==> src/rtl/snoop_responder_if.sv <==
// snoop_responder_if: snoop request, tag-store lookup/update, writeback and result signals.
interface snoop_responder_if #(
  parameter int indexBits = 14,
  parameter int tagBits = 12,
  parameter int ways = 8,
  parameter int countBits = 16
);
  localparam int wayBits = $clog2(ways);
  logic snoopValid;
  logic snoopReady;
  logic [1:0] snoopOp;
  logic [31:0] snoopAddress;
  logic lookupValid;
  logic [indexBits-1:0] lookupIndex;
  logic [tagBits-1:0] lookupTag;
  logic lookupDone;
  logic lookupHit;
  logic [wayBits-1:0] lookupWay;
  logic [1:0] lookupMesi;
  logic updateValid;
  logic [indexBits-1:0] updateIndex;
  logic [wayBits-1:0] updateWay;
  logic [1:0] updateMesi;
  logic wbValid;
  logic wbReady;
  logic [indexBits-1:0] wbIndex;
  logic [wayBits-1:0] wbWay;
  logic resultValid;
  logic [1:0] snoopResult;
  logic protocolError;
  logic [countBits-1:0] hitCount;
  logic [countBits-1:0] hitmCount;
  modport master (
    output snoopValid, snoopOp, snoopAddress, lookupDone, lookupHit, lookupWay, lookupMesi, wbReady,
    input snoopReady, lookupValid, lookupIndex, lookupTag, updateValid, updateIndex, updateWay,
    updateMesi, wbValid, wbIndex, wbWay, resultValid, snoopResult, protocolError, hitCount, hitmCount
  );
  modport slave (
    input snoopValid, snoopOp, snoopAddress, lookupDone, lookupHit, lookupWay, lookupMesi, wbReady,
    output snoopReady, lookupValid, lookupIndex, lookupTag, updateValid, updateIndex, updateWay,
    updateMesi, wbValid, wbIndex, wbWay, resultValid, snoopResult, protocolError, hitCount, hitmCount
  );
endinterface

==> src/rtl/snoop_responder.sv <==
// snoop_responder: answers one bus snoop at a time against the MESI tag store, writing back dirty lines.
module snoop_responder #(
  parameter int indexBits = 14,
  parameter int tagBits = 12,
  parameter int ways = 8,
  parameter int countBits = 16
) (
  input logic clk,
  input logic reset,
  snoop_responder_if.slave bus
);
  localparam int wayBits = $clog2(ways);
  typedef enum logic [2:0] {IDLE, LOOKUP, DECIDE, WRITEBACK, UPDATE, RESPOND} state_t;
  state_t state, nextState;
  logic [1:0] op, mesi, newMesi, result, decideResult, decideMesi;
  logic [indexBits-1:0] index;
  logic [tagBits-1:0] tag;
  logic [wayBits-1:0] way;
  logic hit, lineValid, decideError, unusedOffset;
  logic [countBits-1:0] hitCount, hitmCount;
  assign unusedOffset = ^bus.snoopAddress[5:0];
  assign lineValid = hit && mesi != 2'b00;
  // READ (00) and RFO (10) are the only ops that pull dirty data out of an M line
  assign decideResult = !lineValid ? 2'b00 : (mesi == 2'b11 && !op[0]) ? 2'b10 : 2'b01;
  assign decideMesi = op == 2'b00 ? 2'b01 : 2'b00;
  assign decideError = lineValid && op[0] && (!op[1] || mesi[1]);
  always_comb begin
    nextState = state;
    case (state)
      IDLE: nextState = bus.snoopValid ? LOOKUP : IDLE;
      LOOKUP: nextState = bus.lookupDone ? DECIDE : LOOKUP;
      DECIDE: nextState = !lineValid ? RESPOND : decideResult == 2'b10 ? WRITEBACK : UPDATE;
      WRITEBACK: nextState = bus.wbReady ? UPDATE : WRITEBACK;
      UPDATE: nextState = RESPOND;
      RESPOND: nextState = IDLE;
      default: nextState = IDLE;
    endcase
  end
  always_ff @(posedge clk or posedge reset) begin
    if (reset) begin
      state <= IDLE;
      op <= '0;
      index <= '0;
      tag <= '0;
      hit <= 1'b0;
      way <= '0;
      mesi <= '0;
      newMesi <= '0;
      result <= '0;
      hitCount <= '0;
      hitmCount <= '0;
    end else begin
      state <= nextState;
      if (state == IDLE && bus.snoopValid) begin
        op <= bus.snoopOp;
        index <= bus.snoopAddress[6 +: indexBits];
        tag <= bus.snoopAddress[6 + indexBits +: tagBits];
      end
      if (state == LOOKUP && bus.lookupDone) begin
        hit <= bus.lookupHit;
        way <= bus.lookupWay;
        mesi <= bus.lookupMesi;
      end
      if (state == DECIDE) begin
        result <= decideResult;
        newMesi <= decideMesi;
      end
      if (state == RESPOND && result == 2'b01 && !(&hitCount)) hitCount <= hitCount + 1'b1;
      if (state == RESPOND && result == 2'b10 && !(&hitmCount)) hitmCount <= hitmCount + 1'b1;
    end
  end
  assign bus.snoopReady = state == IDLE && !reset;
  assign bus.lookupValid = state == LOOKUP;
  assign bus.lookupIndex = index;
  assign bus.lookupTag = tag;
  assign bus.updateValid = state == UPDATE;
  assign bus.updateIndex = index;
  assign bus.updateWay = way;
  assign bus.updateMesi = newMesi;
  assign bus.wbValid = state == WRITEBACK;
  assign bus.wbIndex = index;
  assign bus.wbWay = way;
  assign bus.resultValid = state == RESPOND;
  assign bus.snoopResult = state == RESPOND ? result : 2'b00;
  assign bus.protocolError = state == DECIDE && decideError;
  assign bus.hitCount = hitCount;
  assign bus.hitmCount = hitmCount;
endmodule

==> src/flat_wrapper.sv <==
// flat-port wrapper written by rule: the top's interface ports become plain ports
module snoop_responder_flat 
#(
  parameter int indexBits = 14,
  parameter int tagBits = 12,
  parameter int ways = 8,
  parameter int countBits = 16
)
  (clk, reset, bus_snoopValid, bus_snoopOp, bus_snoopAddress, bus_lookupDone, bus_lookupHit, bus_lookupWay, bus_lookupMesi, bus_wbReady, bus_snoopReady, bus_lookupValid, bus_lookupIndex, bus_lookupTag, bus_updateValid, bus_updateIndex, bus_updateWay, bus_updateMesi, bus_wbValid, bus_wbIndex, bus_wbWay, bus_resultValid, bus_snoopResult, bus_protocolError, bus_hitCount, bus_hitmCount);
  snoop_responder_if #(.indexBits(indexBits), .tagBits(tagBits), .ways(ways), .countBits(countBits)) bus_i ();
  input logic clk;
  input logic reset;
  input wire logic [$bits(bus_i.snoopValid)-1:0] bus_snoopValid;
  input wire logic [$bits(bus_i.snoopOp)-1:0] bus_snoopOp;
  input wire logic [$bits(bus_i.snoopAddress)-1:0] bus_snoopAddress;
  input wire logic [$bits(bus_i.lookupDone)-1:0] bus_lookupDone;
  input wire logic [$bits(bus_i.lookupHit)-1:0] bus_lookupHit;
  input wire logic [$bits(bus_i.lookupWay)-1:0] bus_lookupWay;
  input wire logic [$bits(bus_i.lookupMesi)-1:0] bus_lookupMesi;
  input wire logic [$bits(bus_i.wbReady)-1:0] bus_wbReady;
  output wire logic [$bits(bus_i.snoopReady)-1:0] bus_snoopReady;
  output wire logic [$bits(bus_i.lookupValid)-1:0] bus_lookupValid;
  output wire logic [$bits(bus_i.lookupIndex)-1:0] bus_lookupIndex;
  output wire logic [$bits(bus_i.lookupTag)-1:0] bus_lookupTag;
  output wire logic [$bits(bus_i.updateValid)-1:0] bus_updateValid;
  output wire logic [$bits(bus_i.updateIndex)-1:0] bus_updateIndex;
  output wire logic [$bits(bus_i.updateWay)-1:0] bus_updateWay;
  output wire logic [$bits(bus_i.updateMesi)-1:0] bus_updateMesi;
  output wire logic [$bits(bus_i.wbValid)-1:0] bus_wbValid;
  output wire logic [$bits(bus_i.wbIndex)-1:0] bus_wbIndex;
  output wire logic [$bits(bus_i.wbWay)-1:0] bus_wbWay;
  output wire logic [$bits(bus_i.resultValid)-1:0] bus_resultValid;
  output wire logic [$bits(bus_i.snoopResult)-1:0] bus_snoopResult;
  output wire logic [$bits(bus_i.protocolError)-1:0] bus_protocolError;
  output wire logic [$bits(bus_i.hitCount)-1:0] bus_hitCount;
  output wire logic [$bits(bus_i.hitmCount)-1:0] bus_hitmCount;
  assign bus_i.snoopValid = bus_snoopValid;
  assign bus_i.snoopOp = bus_snoopOp;
  assign bus_i.snoopAddress = bus_snoopAddress;
  assign bus_i.lookupDone = bus_lookupDone;
  assign bus_i.lookupHit = bus_lookupHit;
  assign bus_i.lookupWay = bus_lookupWay;
  assign bus_i.lookupMesi = bus_lookupMesi;
  assign bus_i.wbReady = bus_wbReady;
  assign bus_snoopReady = bus_i.snoopReady;
  assign bus_lookupValid = bus_i.lookupValid;
  assign bus_lookupIndex = bus_i.lookupIndex;
  assign bus_lookupTag = bus_i.lookupTag;
  assign bus_updateValid = bus_i.updateValid;
  assign bus_updateIndex = bus_i.updateIndex;
  assign bus_updateWay = bus_i.updateWay;
  assign bus_updateMesi = bus_i.updateMesi;
  assign bus_wbValid = bus_i.wbValid;
  assign bus_wbIndex = bus_i.wbIndex;
  assign bus_wbWay = bus_i.wbWay;
  assign bus_resultValid = bus_i.resultValid;
  assign bus_snoopResult = bus_i.snoopResult;
  assign bus_protocolError = bus_i.protocolError;
  assign bus_hitCount = bus_i.hitCount;
  assign bus_hitmCount = bus_i.hitmCount;
  snoop_responder #(.indexBits(indexBits), .tagBits(tagBits), .ways(ways), .countBits(countBits)) u_core (.clk(clk), .reset(reset), .bus(bus_i));
endmodule
==> config.mk <==
export PLATFORM = sky130hd
export DESIGN_NAME = snoop_responder_flat
export DESIGN_NICKNAME = d
export VERILOG_FILES = /design/src/rtl/snoop_responder_if.sv /design/src/rtl/snoop_responder.sv /design/src/flat_wrapper.sv
export SDC_FILE = /design/constraint.sdc
export NUM_CORES = 1
export LEC_CHECK = 0
export BUFFER_PORTS_ARGS = -buffer_cell sky130_fd_sc_hd__buf_2
export CELL_PAD_IN_SITES_DETAIL_PLACEMENT = 0
export CELL_PAD_IN_SITES_GLOBAL_PLACEMENT = 1
export CORE_ASPECT_RATIO = 1.2
export CORE_MARGIN = 2
export CORE_UTILIZATION = 39
export DETAILED_ROUTE_END_ITERATION = 10
export PLACE_DENSITY = 0.89
export SETUP_SLACK_MARGIN = 0.5
export SYNTH_ARGS = -nofsm -noshare
export SYNTH_HDL_FRONTEND = slang
export SYNTH_SLANG_ARGS = --single-unit
==> constraint.sdc <==
create_clock -name clk -period 6.2 [get_ports clk]
set_clock_uncertainty 0.2 [all_clocks]
set_input_delay 1.24 -clock clk [delete_from_list [all_inputs] [get_ports clk]]
set_output_delay 1.24 -clock clk [all_outputs]
set_load 0.1 [all_outputs]
==> results of run 1 <==
how the worst min path moves through the flow:
| stage | endpoint | slack, ns | cells after the start |
|---|---|---|---|
| finish | u_core.bus.updateMesi[0] | 0.26 | 1 |
| global route | u_core.bus.updateMesi[0] | 0.28 | 1 |
| CTS | u_core.bus.updateMesi[0] | 0.26 | 1 |
| detailed placement | u_core.bus.updateMesi[0] | 0.25 | 1 |
| global placement | u_core.bus.updateMesi[0] | 0.24 | 1 |
| floorplan | u_core.bus.updateMesi[0] | 0.23 | 1 |
flip-flops by register name, indices dropped and copies added, names as in the netlist, 3 cells and up:
signal / count
u_core.bus.hitCount: 16
u_core.bus.hitmCount: 16
u_core.bus.lookupIndex: 14
u_core.bus.lookupTag: 12
u_core.bus.updateWay: 3
u_core.state: 3
synth_stat cells (2+ instances only):
library cell,instances
o21ai_0,3
nand4b_1,2
nor3b_1,2
xnor2_1,18
nand4_1,13
and3_1,6
or2_2,2
dfrtp_1,72
inv_1,8
nor4_1,8
buf_2,4
xor2_1,8
nor2_1,9
nor2b_1,4
clkbuf_8,2
a21oi_1,4
nor3_1,6
ha_1,2
and4_1,3
or3_1,2
and2_1,4
nand3_1,17
mux2_2,36
buf_4,33
nand2_1,13
mux2i_1,2
metrics by stage:
stage,hold slack [ns],instance area [µm²],cells,util [%],setup WS (ns)
floorplan,0.234,3490,300,-,0.702
global placement,0.242,4050,518,46.8,2.62
detailed placement,0.248,4050,518,46.8,2.65
CTS,0.263,4270,534,49.3,2.64
global route,0.283,4270,534,49.3,2.60
finish,0.258,4270,534,49.3,2.68
final cells by class:
cell class	instances	share of cell area, %
clock buffers	13	3.49
clock inverters	3	1.52
inverters	8	0.704
multi-input cells	180	32.0
flip-flops and latches	72	42.2
well taps	117	3.43
repair buffers	141	16.7
cell families (layout without fill, tap and decap cells):
logic type | Yosys count | count (layout)
AOI/OAI and AO/OA | 16 | 16
xor gates and xnor gates | 26 | 26
adders and majority gates | 2 | 2
buffers and inverters | 48 | 165
DFF | 72 | 72
muxes | 38 | 38
other | 1 | 1
and+or+nand+nor | 97 | 97
critical path, delay by kind of cell:
kind	cells	cell delay [ns]
buffers and inverters	2	0.61
and+or+nand+nor	1	0.23
routing by layer:
metal	GRT usage [%]	share of wire (%)	up-vias
met5	0	0	-
li1	-	-	1248
met1	18.5	42	1259
met3	4.90	7.1	7
met2	25.7	49	103
met4	8.24	1.6	0
==> results.tsv, run 1 <==
stage	metric	value	unit
run_status	status	finished clean	
min_path	startpoint of the worst hold path	u_core.op[1]	
route	# DRC	0	
timing	Final Max Tran Viols	0	
die	Die Span X	90.3	µm
synthesis	post-synthesis adder-cell area fraction	0.717	%
die	# rows	37	
clocking	clk_lat worst skew	0.34	ns
synthesis	Synth Instances	300	
global_route	vias in the first global route	2456	
synthesis	mapped cell area	3490	µm²
critical_path	WS Path Type	primary input to primary output	
synthesis	ys flop type	dfrtp_1	
critical_path	Setup crit end	bus_snoopReady	
synthesis	largest family of logic cells by synthesized area	simple AND/OR/NAND/NOR gates	
clocking	TritonCTS buffer count	9	
critical_path	r2r endpoint	u_core.bus.lookupTag[9]	
synthesis	syn avg cell area	11.6	µm²
critical_path	Startpoint Class	primary input	
synthesis	Synth area leader	dfrtp_1	
finish	share of post-route cells with drive strength above 1	47.5	%
synthesis	Synth Area in Compound Gates	3.08	%
clocking	CTS tree	built	
clocking	Setup Buffers After CTS	0	
timing	worst-margin pin slew	1.15	ns
placed_design	I/O Buffers	139	
clocking	clk slew on worst S/H paths	0.07	ns
route	final WL	7180	µm
critical_path	Max stage delay cell, worst path	buf_2	
clocking	H-tree Lvls	3	
die	core region area	8660	µm²
critical_path	Crit. Startpoint	reset	
critical_path	CP required	4.76	ns
route	drt wl/cell	13.4	µm
finish	most frequent cells in the layout	139 x buf_2, 72 x dfrtp_1, 36 x mux2_2, 18 x xnor2_1, 17 x nand3_1	
placed_design	GP Congestion	0.820	
global_route	initial antenna violation count	0	
finish	Antenna diodes	0	
run	max cap viols	0	
synthesis	Synth Area in XOR/XNOR	6.53	%
die	Top-Level Pins	147	
synthesis	Synth Register Bits	72	
finish	P&R area growth vs syn	22.3	%
route	DR vias	2617	
finish	commonest non-fill, non-tap cell in the layout	buf_2	
critical_path	Critical Path Sink Type	primary output	
synthesis	number of flops mapped to enable cells by yosys	0	
timing	setup TNS	0	ns
timing	RSZ-0062 raised after global routing	false	
route	first-pass iteration count of the detailed router	4	
synthesis	Ys Warns	0	
global_route	largest net degree at the start of global routing	73	
critical_path	worst reg2reg startpoint	u_core.state[2]	
timing	endpoints failing setup	0	
placed_design	post-DP HPWL	5270	µm
route	post-route ant nets	0	
finish	sequential standard cell area	1800	µm²
timing	Fmax achieved	284	MHz
synthesis	synth top area cells	dfrtp_1 52%, mux2_2 12%, buf_4 7.1%	
finish	FILL cells	804	
clocking	Clock Path Buffers	2	
synthesis	Synth top area share	51.6	%
clocking	Root Buffer	clkbuf_8	
timing	Final Hold Viols	0	
global_route	GR Util All Layers	15.7	%
min_path	min-delay worst type	flop to flop	
synthesis	Mapped Nets	347	
die	DIE HEIGHT	108	µm
critical_path	Crit Path Max Fanout	2	
timing	Final period util	56.8	%
critical_path	Reg2Reg Depth	3	
global_route	first-pass GRT wire length	12000	µm
clocking	Resize count post-CTS	0	
synthesis	simple-gate share of the synthesized area	16.3	%
die	Initial Util	40.3	%
critical_path	R2R setup slack	3.55	ns
clocking	hold_buf cts	0	
critical_path	slowest stage delay, CP	0.49	ns
finish	final net count	459	
route	Via density	4.90	
synthesis	synth unique cells	43	
route	number of DRC markers in iteration 0	68	
timing	Final min period	3.52	ns
synthesis	async set-reset flop share out of synthesis	100	%
clocking	number of clock sinks	72	
synthesis	Seq/Total Area, Yosys	51.6	%
synthesis	post-synthesis mux area share	12.2	%
die	Die Area	9720	µm²
critical_path	CP dominant cell by count	buf_2	
timing	Slew HR	23.3	%
critical_path	crit path cell chain	buf_2 -> nor4_1 -> buf_2	
finish	area of the multi-input gates	1360	µm²
global_route	grt ovf	0	
critical_path	Arr. time, crit path	2.08	ns
Power of run 1 is left out: the tool's default activity adds up to more than one toggle a clock period on the data nets, which glitch-free logic cannot reach.
==> run 2: changes to the inputs <==
--- a/config.mk
+++ b/config.mk
@@ -10,9 +10,9 @@
 export CELL_PAD_IN_SITES_GLOBAL_PLACEMENT = 1
 export CORE_ASPECT_RATIO = 1.2
 export CORE_MARGIN = 2
-export CORE_UTILIZATION = 39
+export CORE_UTILIZATION = 36
 export DETAILED_ROUTE_END_ITERATION = 10
-export PLACE_DENSITY = 0.89
+export PLACE_DENSITY = 0.84
 export SETUP_SLACK_MARGIN = 0.5
 export SYNTH_ARGS = -nofsm -noshare
 export SYNTH_HDL_FRONTEND = slang
==> constraint.sdc (replaced) <==
create_clock -name clk -period 3.6 [get_ports clk]
set_clock_uncertainty 0.2 [all_clocks]
set_input_delay 0.72 -clock clk [delete_from_list [all_inputs] [get_ports clk]]
set_output_delay 0.72 -clock clk [all_outputs]
set_load 0.1 [all_outputs]
==> run 2 against run 1 <==
Against the previous run:
- sequential share of layout area fell by 1.3 points
- die area rose by 8.0%
- utilization fell by 2.8 points
- register-to-register slack got worse by 2.3 ns
- sequential cell count did not move
- first-iteration DRC count rose by 31%
- global-route usage fell by 1.2 points
- routed wire length rose by 0.14%
- final cell count rose by 1.3%
- count of clock-buffer cells in the layout did not move
- non-clock buffer count rose by 1
==> results.tsv, run 2 (same netlist as run 1, synthesis figures left out) <==
stage	metric	value	unit
run_status	status	finished clean	
die	Die Span X	93.9	µm
die	DIE HEIGHT	112	µm
timing	worst-margin pin slew	0.770	ns
finish	non-filler cells, final	541	
clocking	Resize count post-CTS	0	
route	Via density	4.81	
critical_path	Critical Path Sink Type	primary output	
timing	hold slack	0.238	ns
die	Die Area	10500	µm²
timing	Slew HR	48.0	%
finish	commonest non-fill, non-tap cell in the layout	buf_2	
critical_path	Startpoint Class	flop	
global_route	largest net degree at the start of global routing	53	
timing	Final min period	2.85	ns
global_route	vias in the first global route	2497	
route	first-pass iteration count of the detailed router	4	
placed_design	Place WS	1.09	ns
placed_design	Placed Cells	525	
route	# DRC	0	
clocking	CTS tree	built	
timing	setup ws final	0.749	ns
global_route	GR Util All Layers	14.4	%
placed_design	post-DP HPWL	5360	µm
clocking	Root Buffer	clkbuf_16	
die	Top-Level Pins	147	
timing	Fmax achieved	351	MHz
finish	P&R area growth vs syn	26.1	%
die	# rows	39	
route	final WL	7190	µm
finish	final net count	460	
route	drt wl/cell	13.3	µm
global_route	grt ovf	0	
die	core region area	9470	µm²
clocking	clk_lat worst skew	0.33	ns
clocking	TritonCTS buffer count	9	
timing	Final Hold Viols	0	
finish	most frequent cells in the layout	139 x buf_2, 72 x dfrtp_1, 36 x mux2_2, 18 x xnor2_1, 17 x nand3_1	
critical_path	Crit Path Max Fanout	12	
finish	share of post-route cells with drive strength above 1	48.8	%
timing	Final period util	79.2	%
critical_path	Arr. time, crit path	1.93	ns
critical_path	CP required	2.68	ns
clocking	clk slew on worst S/H paths	0.05	ns
clocking	number of clock sinks	72	
clocking	H-tree Lvls	3	
clocking	hold_buf cts	0	
global_route	first-pass GRT wire length	11800	µm
route	post-route ant nets	0	
min_path	min-delay worst type	primary input to asynchronous set/reset pin	
timing	endpoints failing setup	0	
clocking	Clock Path Buffers	2	
clocking	Setup Buffers After CTS	0	
critical_path	WS Path Type	flop to primary output	
finish	Antenna diodes	0	
timing	Final Max Tran Viols	0	
placed_design	I/O Buffers	139	
placed_design	GP Congestion	0.779	
route	number of DRC markers in iteration 0	89	
die	Initial Util	36.8	%
timing	RSZ-0062 raised after global routing	false	
route	DR vias	2600	
timing	setup TNS	0	ns
global_route	initial antenna violation count	0	
run	max cap viols	0	
## run 2: cell types whose count changed in the layout (fill, tap and decap cells not counted), sizes merged
cell	change
clkinv	+1
bufinv	-1
buf	+1
## run 2: path summary, 6_finish.rpt
kind / to / startpoint / depth (start not counted) / slack [ns]
worst max-delay path: bus_protocolError / u_core.state[1] / 3 / 0.75
worst min-delay path: u_core.bus.hitCount[1] / reset / 2 / 0.24
worst max register to register: u_core.bus.hitmCount[12] / u_core.state[1] / 4 / 1.24
worst min register to register: u_core.bus.updateMesi[0] / u_core.op[1] / 1 / 0.26
max in group asynchronous: u_core.bus.lookupTag[9] / reset / 3 / 2.32
min in group clk: u_core.bus.updateMesi[0] / u_core.op[1] / 1 / 0.26
## run 2: metrics by stage
step / util [%] / area, µm²
floorplan: - / 3510
global placement: 43.3 / 4100
detailed placement: 43.3 / 4100
CTS: 46.5 / 4400
global route: 46.5 / 4400
finish: 46.5 / 4400
## run 2: critical path: stages (launching register included)
cell and delay (ns):
dfrtp_1 0.60, nand2_1 0.29, nor3_2 0.26, buf_2 0.45
## run 2: layout make-up
| cell class | count | area (µm²) |
|---|---|---|
| multi-input cells | 180 | 1380 |
| flip-flops and latches | 72 | 1800 |
| fillers | 914 | 5070 |
| clock buffers | 13 | 260 |
| inverters | 8 | 30.0 |
| clock inverters | 3 | 40.0 |
| repair buffers | 142 | 731 |
| well taps | 123 | 154 |
## run 2: layer usage
metal	GRT usage [%]	wire [µm]
met3	4.13	534
met4	8.12	184
met2	22.9	3480
met1	17.5	2990
met5	0	0
Power of run 2 is left out for the same reason.
==> run 3: changes to the inputs <==
--- a/config.mk
+++ b/config.mk
@@ -5,14 +5,15 @@
 export SDC_FILE = /design/constraint.sdc
 export NUM_CORES = 1
 export LEC_CHECK = 0
+export ABC_AREA = 1
 export BUFFER_PORTS_ARGS = -buffer_cell sky130_fd_sc_hd__buf_2
 export CELL_PAD_IN_SITES_DETAIL_PLACEMENT = 0
 export CELL_PAD_IN_SITES_GLOBAL_PLACEMENT = 1
 export CORE_ASPECT_RATIO = 1.2
 export CORE_MARGIN = 2
-export CORE_UTILIZATION = 36
+export CORE_UTILIZATION = 31
 export DETAILED_ROUTE_END_ITERATION = 10
-export PLACE_DENSITY = 0.84
+export PLACE_DENSITY = 0.8
 export SETUP_SLACK_MARGIN = 0.5
 export SYNTH_ARGS = -nofsm -noshare
 export SYNTH_HDL_FRONTEND = slang
==> constraint.sdc (replaced) <==
create_clock -name clk -period 2.35 [get_ports clk]
set_clock_uncertainty 0.2 [all_clocks]
set_input_delay 0.47 -clock clk [delete_from_list [all_inputs] [get_ports clk]]
set_output_delay 0.47 -clock clk [all_outputs]
set_load 0.1 [all_outputs]
==> run 3 against run 2 <==
Against the previous run:
- worst setup slack worse by 0.47 ns
- design area grew 25%
- sequential cell count did not move
- via count is 41% higher
- area after synthesis rose by 11%
- critical path depth up 1
- first-iteration DRC count increased by 98%
- sequential share of layout area decreased by 6.8 points
- die area up 28%
- register-to-register slack worse by 0.67 ns
- global-route usage increased by 1.0 points
- utilization fell by 1.3 points
- critical endpoint unchanged
==> results.tsv, run 3 <==
stage	metric	value	unit
die	# rows	44	
synthesis	Ys Warns	0	
synthesis	Synth Register Bits	72	
finish	most frequent cells in the layout	225 x nand2_1, 86 x buf_2, 54 x buf_4, 46 x dfrtp_2, 38 x nor2_1	
global_route	initial antenna violation count	0	
route	post-route ant nets	0	
synthesis	mapped cell area	3870	µm²
clocking	Root Buffer	clkbuf_16	
critical_path	WS Path Type	flop to primary output	
die	Initial Util	31.8	%
global_route	grt ovf	0	
die	DIE HEIGHT	126	µm
finish	final net count	699	
clocking	CTS tree	built	
finish	Antenna diodes	0	
route	final WL	10100	µm
placed_design	post-DP HPWL	7160	µm
synthesis	synth unique cells	30	
run	max cap viols	0	
global_route	largest net degree at the start of global routing	28	
critical_path	Critical Path Sink Type	primary output	
clocking	clk_lat worst skew	0.34	ns
synthesis	ys flop type	dfrtp_1	
finish	sequential standard cell area	1870	µm²
synthesis	Synth area leader	dfrtp_1	
timing	worst-margin pin slew	0.627	ns
critical_path	Arr. time, crit path	1.40	ns
synthesis	Synth Instances	515	
route	Via density	4.49	
critical_path	CP required	1.68	ns
timing	Final Max Tran Viols	0	
route	DR vias	3676	
synthesis	synth top area cells	dfrtp_1 47%, nand2_1 22%, buf_4 6.2%	
clocking	TritonCTS buffer count	9	
timing	endpoints failing setup	0	
critical_path	Crit Path Max Fanout	4	
synthesis	Seq/Total Area, Yosys	46.5	%
clocking	number of clock sinks	72	
die	Die Span X	106	µm
synthesis	async set-reset flop share out of synthesis	100	%
timing	setup TNS	0	ns
synthesis	number of flops mapped to enable cells by yosys	0	
timing	RSZ-0062 raised after global routing	true	
route	drt wl/cell	12.3	µm
synthesis	count leader, synth	nand2_1	
clocking	Clock Path Buffers	2	
global_route	vias in the first global route	3514	
finish	P&R area growth vs syn	41.8	%
synthesis	Synth top area share	46.5	%
timing	Fmax achieved	482	MHz
timing	Slew HR	58.1	%
route	number of DRC markers in iteration 0	176	
timing	Final Hold Viols	0	
finish	area of the multi-input gates	1750	µm²
die	Die Area	13400	µm²
clocking	clk slew on worst S/H paths	0.06	ns
route	first-pass iteration count of the detailed router	4	
clocking	hold_buf cts	0	
global_route	first-pass GRT wire length	16600	µm
finish	FILL cells	1218	
route	# DRC	0	
timing	Final min period	2.07	ns
synthesis	synth cell count leaders	229 x nand2_1, 72 x dfrtp_1, 42 x nor2_1	
die	core region area	12200	µm²
die	Top-Level Pins	147	
min_path	min-delay worst type	primary input to asynchronous set/reset pin	
finish	commonest non-fill, non-tap cell in the layout	nand2_1	
timing	Final period util	88.3	%
finish	share of post-route cells with drive strength above 1	40.3	%
critical_path	Startpoint Class	flop	
clocking	H-tree Lvls	3	
global_route	GR Util All Layers	15.5	%
synthesis	syn avg cell area	7.52	µm²
placed_design	GP Congestion	0.821	
run_status	status	finished clean	
placed_design	I/O Buffers	139	
synthesis	Mapped Nets	562	
run 3: changes by cell type in the layout (fill, tap and decap cells not counted), moves of 26 or more:
| cell | delta |
|---|---|
| nand2_1 | +212 |
| mux2_2 | -36 |
| dfrtp_2 | +46 |
| nor2_1 | +29 |
| buf_4 | +52 |
| dfrtp_1 | -50 |
| inv_1 | +26 |
| buf_2 | -53 |
run 3: repair_timing:
action                     CTS  global route
gates resized for setup     68            19
pin swaps                   10             7
setup endpoints to repair   67            48
buffers inserted            12             8
run 3: layout make-up:
type | instances | share of cell area [%]
Clock buffer | 11 | 4.24
Clock inverter | 5 | 1.48
Inverter | 40 | 3.05
Multi-Input combinational cell | 363 | 31.9
Sequential cell | 72 | 34.1
Tap cell | 161 | 3.67
Timing Repair Buffer | 166 | 21.5
run 3: critical path: stages, from the launching register on:
cell	delay, ns
dfrtp_2	0.47
inv_4	0.09
nand3_4	0.07
nor3_4	0.22
buf_12	0.20
run 3: kinds of logic (layout without fill, tap and decap cells):
logic type	count (synthesis)	after routing	share of synthesized area, %
other	1	1	0.0968
XOR/XNOR	11	11	2.49
flip-flops	72	72	46.5
AND/OR/NAND/NOR	323	323	35.0
AO/OA/AOI/OAI	26	26	3.85
buffers and inverters	80	222	11.4
adder cells (fa/ha/maj)	2	2	0.646
run 3: worst paths after layout:
check,start,slack (ns),cells after the start,to
max reg2reg,u_core.bus.hitmCount[0],0.57,9,u_core.bus.hitmCount[9]
max in group asynchronous,reset,1.31,3,u_core.bus.updateWay[2]
max,u_core.state[2],0.28,4,bus_protocolError
min,reset,0.03,2,u_core.bus.lookupTag[4]
min in group clk,bus_snoopAddress[20],0.12,3,u_core.bus.lookupTag[0]
min reg2reg,u_core.op[1],0.26,1,u_core.bus.updateMesi[0]
run 3: per-layer routing:
| layer | global-route usage, % | vias to the layer above | part of all wire (%) |
|---|---|---|---|
| li1 | - | 1849 | - |
| met1 | 18.8 | 1718 | 44 |
| met2 | 26.1 | 92 | 49 |
| met3 | 2.42 | 17 | 4.3 |
| met4 | 8.59 | 0 | 2.7 |
| met5 | 0 | - | 0 |
run 3: stage by stage:
| step | utilization, % | hold slack, ns | std cells | cell area [µm²] | setup WS [ns] |
|---|---|---|---|---|---|
| after detailed placement | 38.9 | 0.257 | 782 | 4740 | 0.283 |
| final | 45.1 | 0.0287 | 818 | 5490 | 0.275 |
| after global placement | 38.9 | 0.240 | 782 | 4740 | 0.337 |
| after global routing | 45.1 | 0.0737 | 818 | 5490 | 0.231 |
| after CTS | 44.2 | 0.0449 | 810 | 5380 | 0.231 |
| after floorplan | - | 0.233 | 515 | 4050 | 0.117 |
Power of run 3 is left out for the same reason.
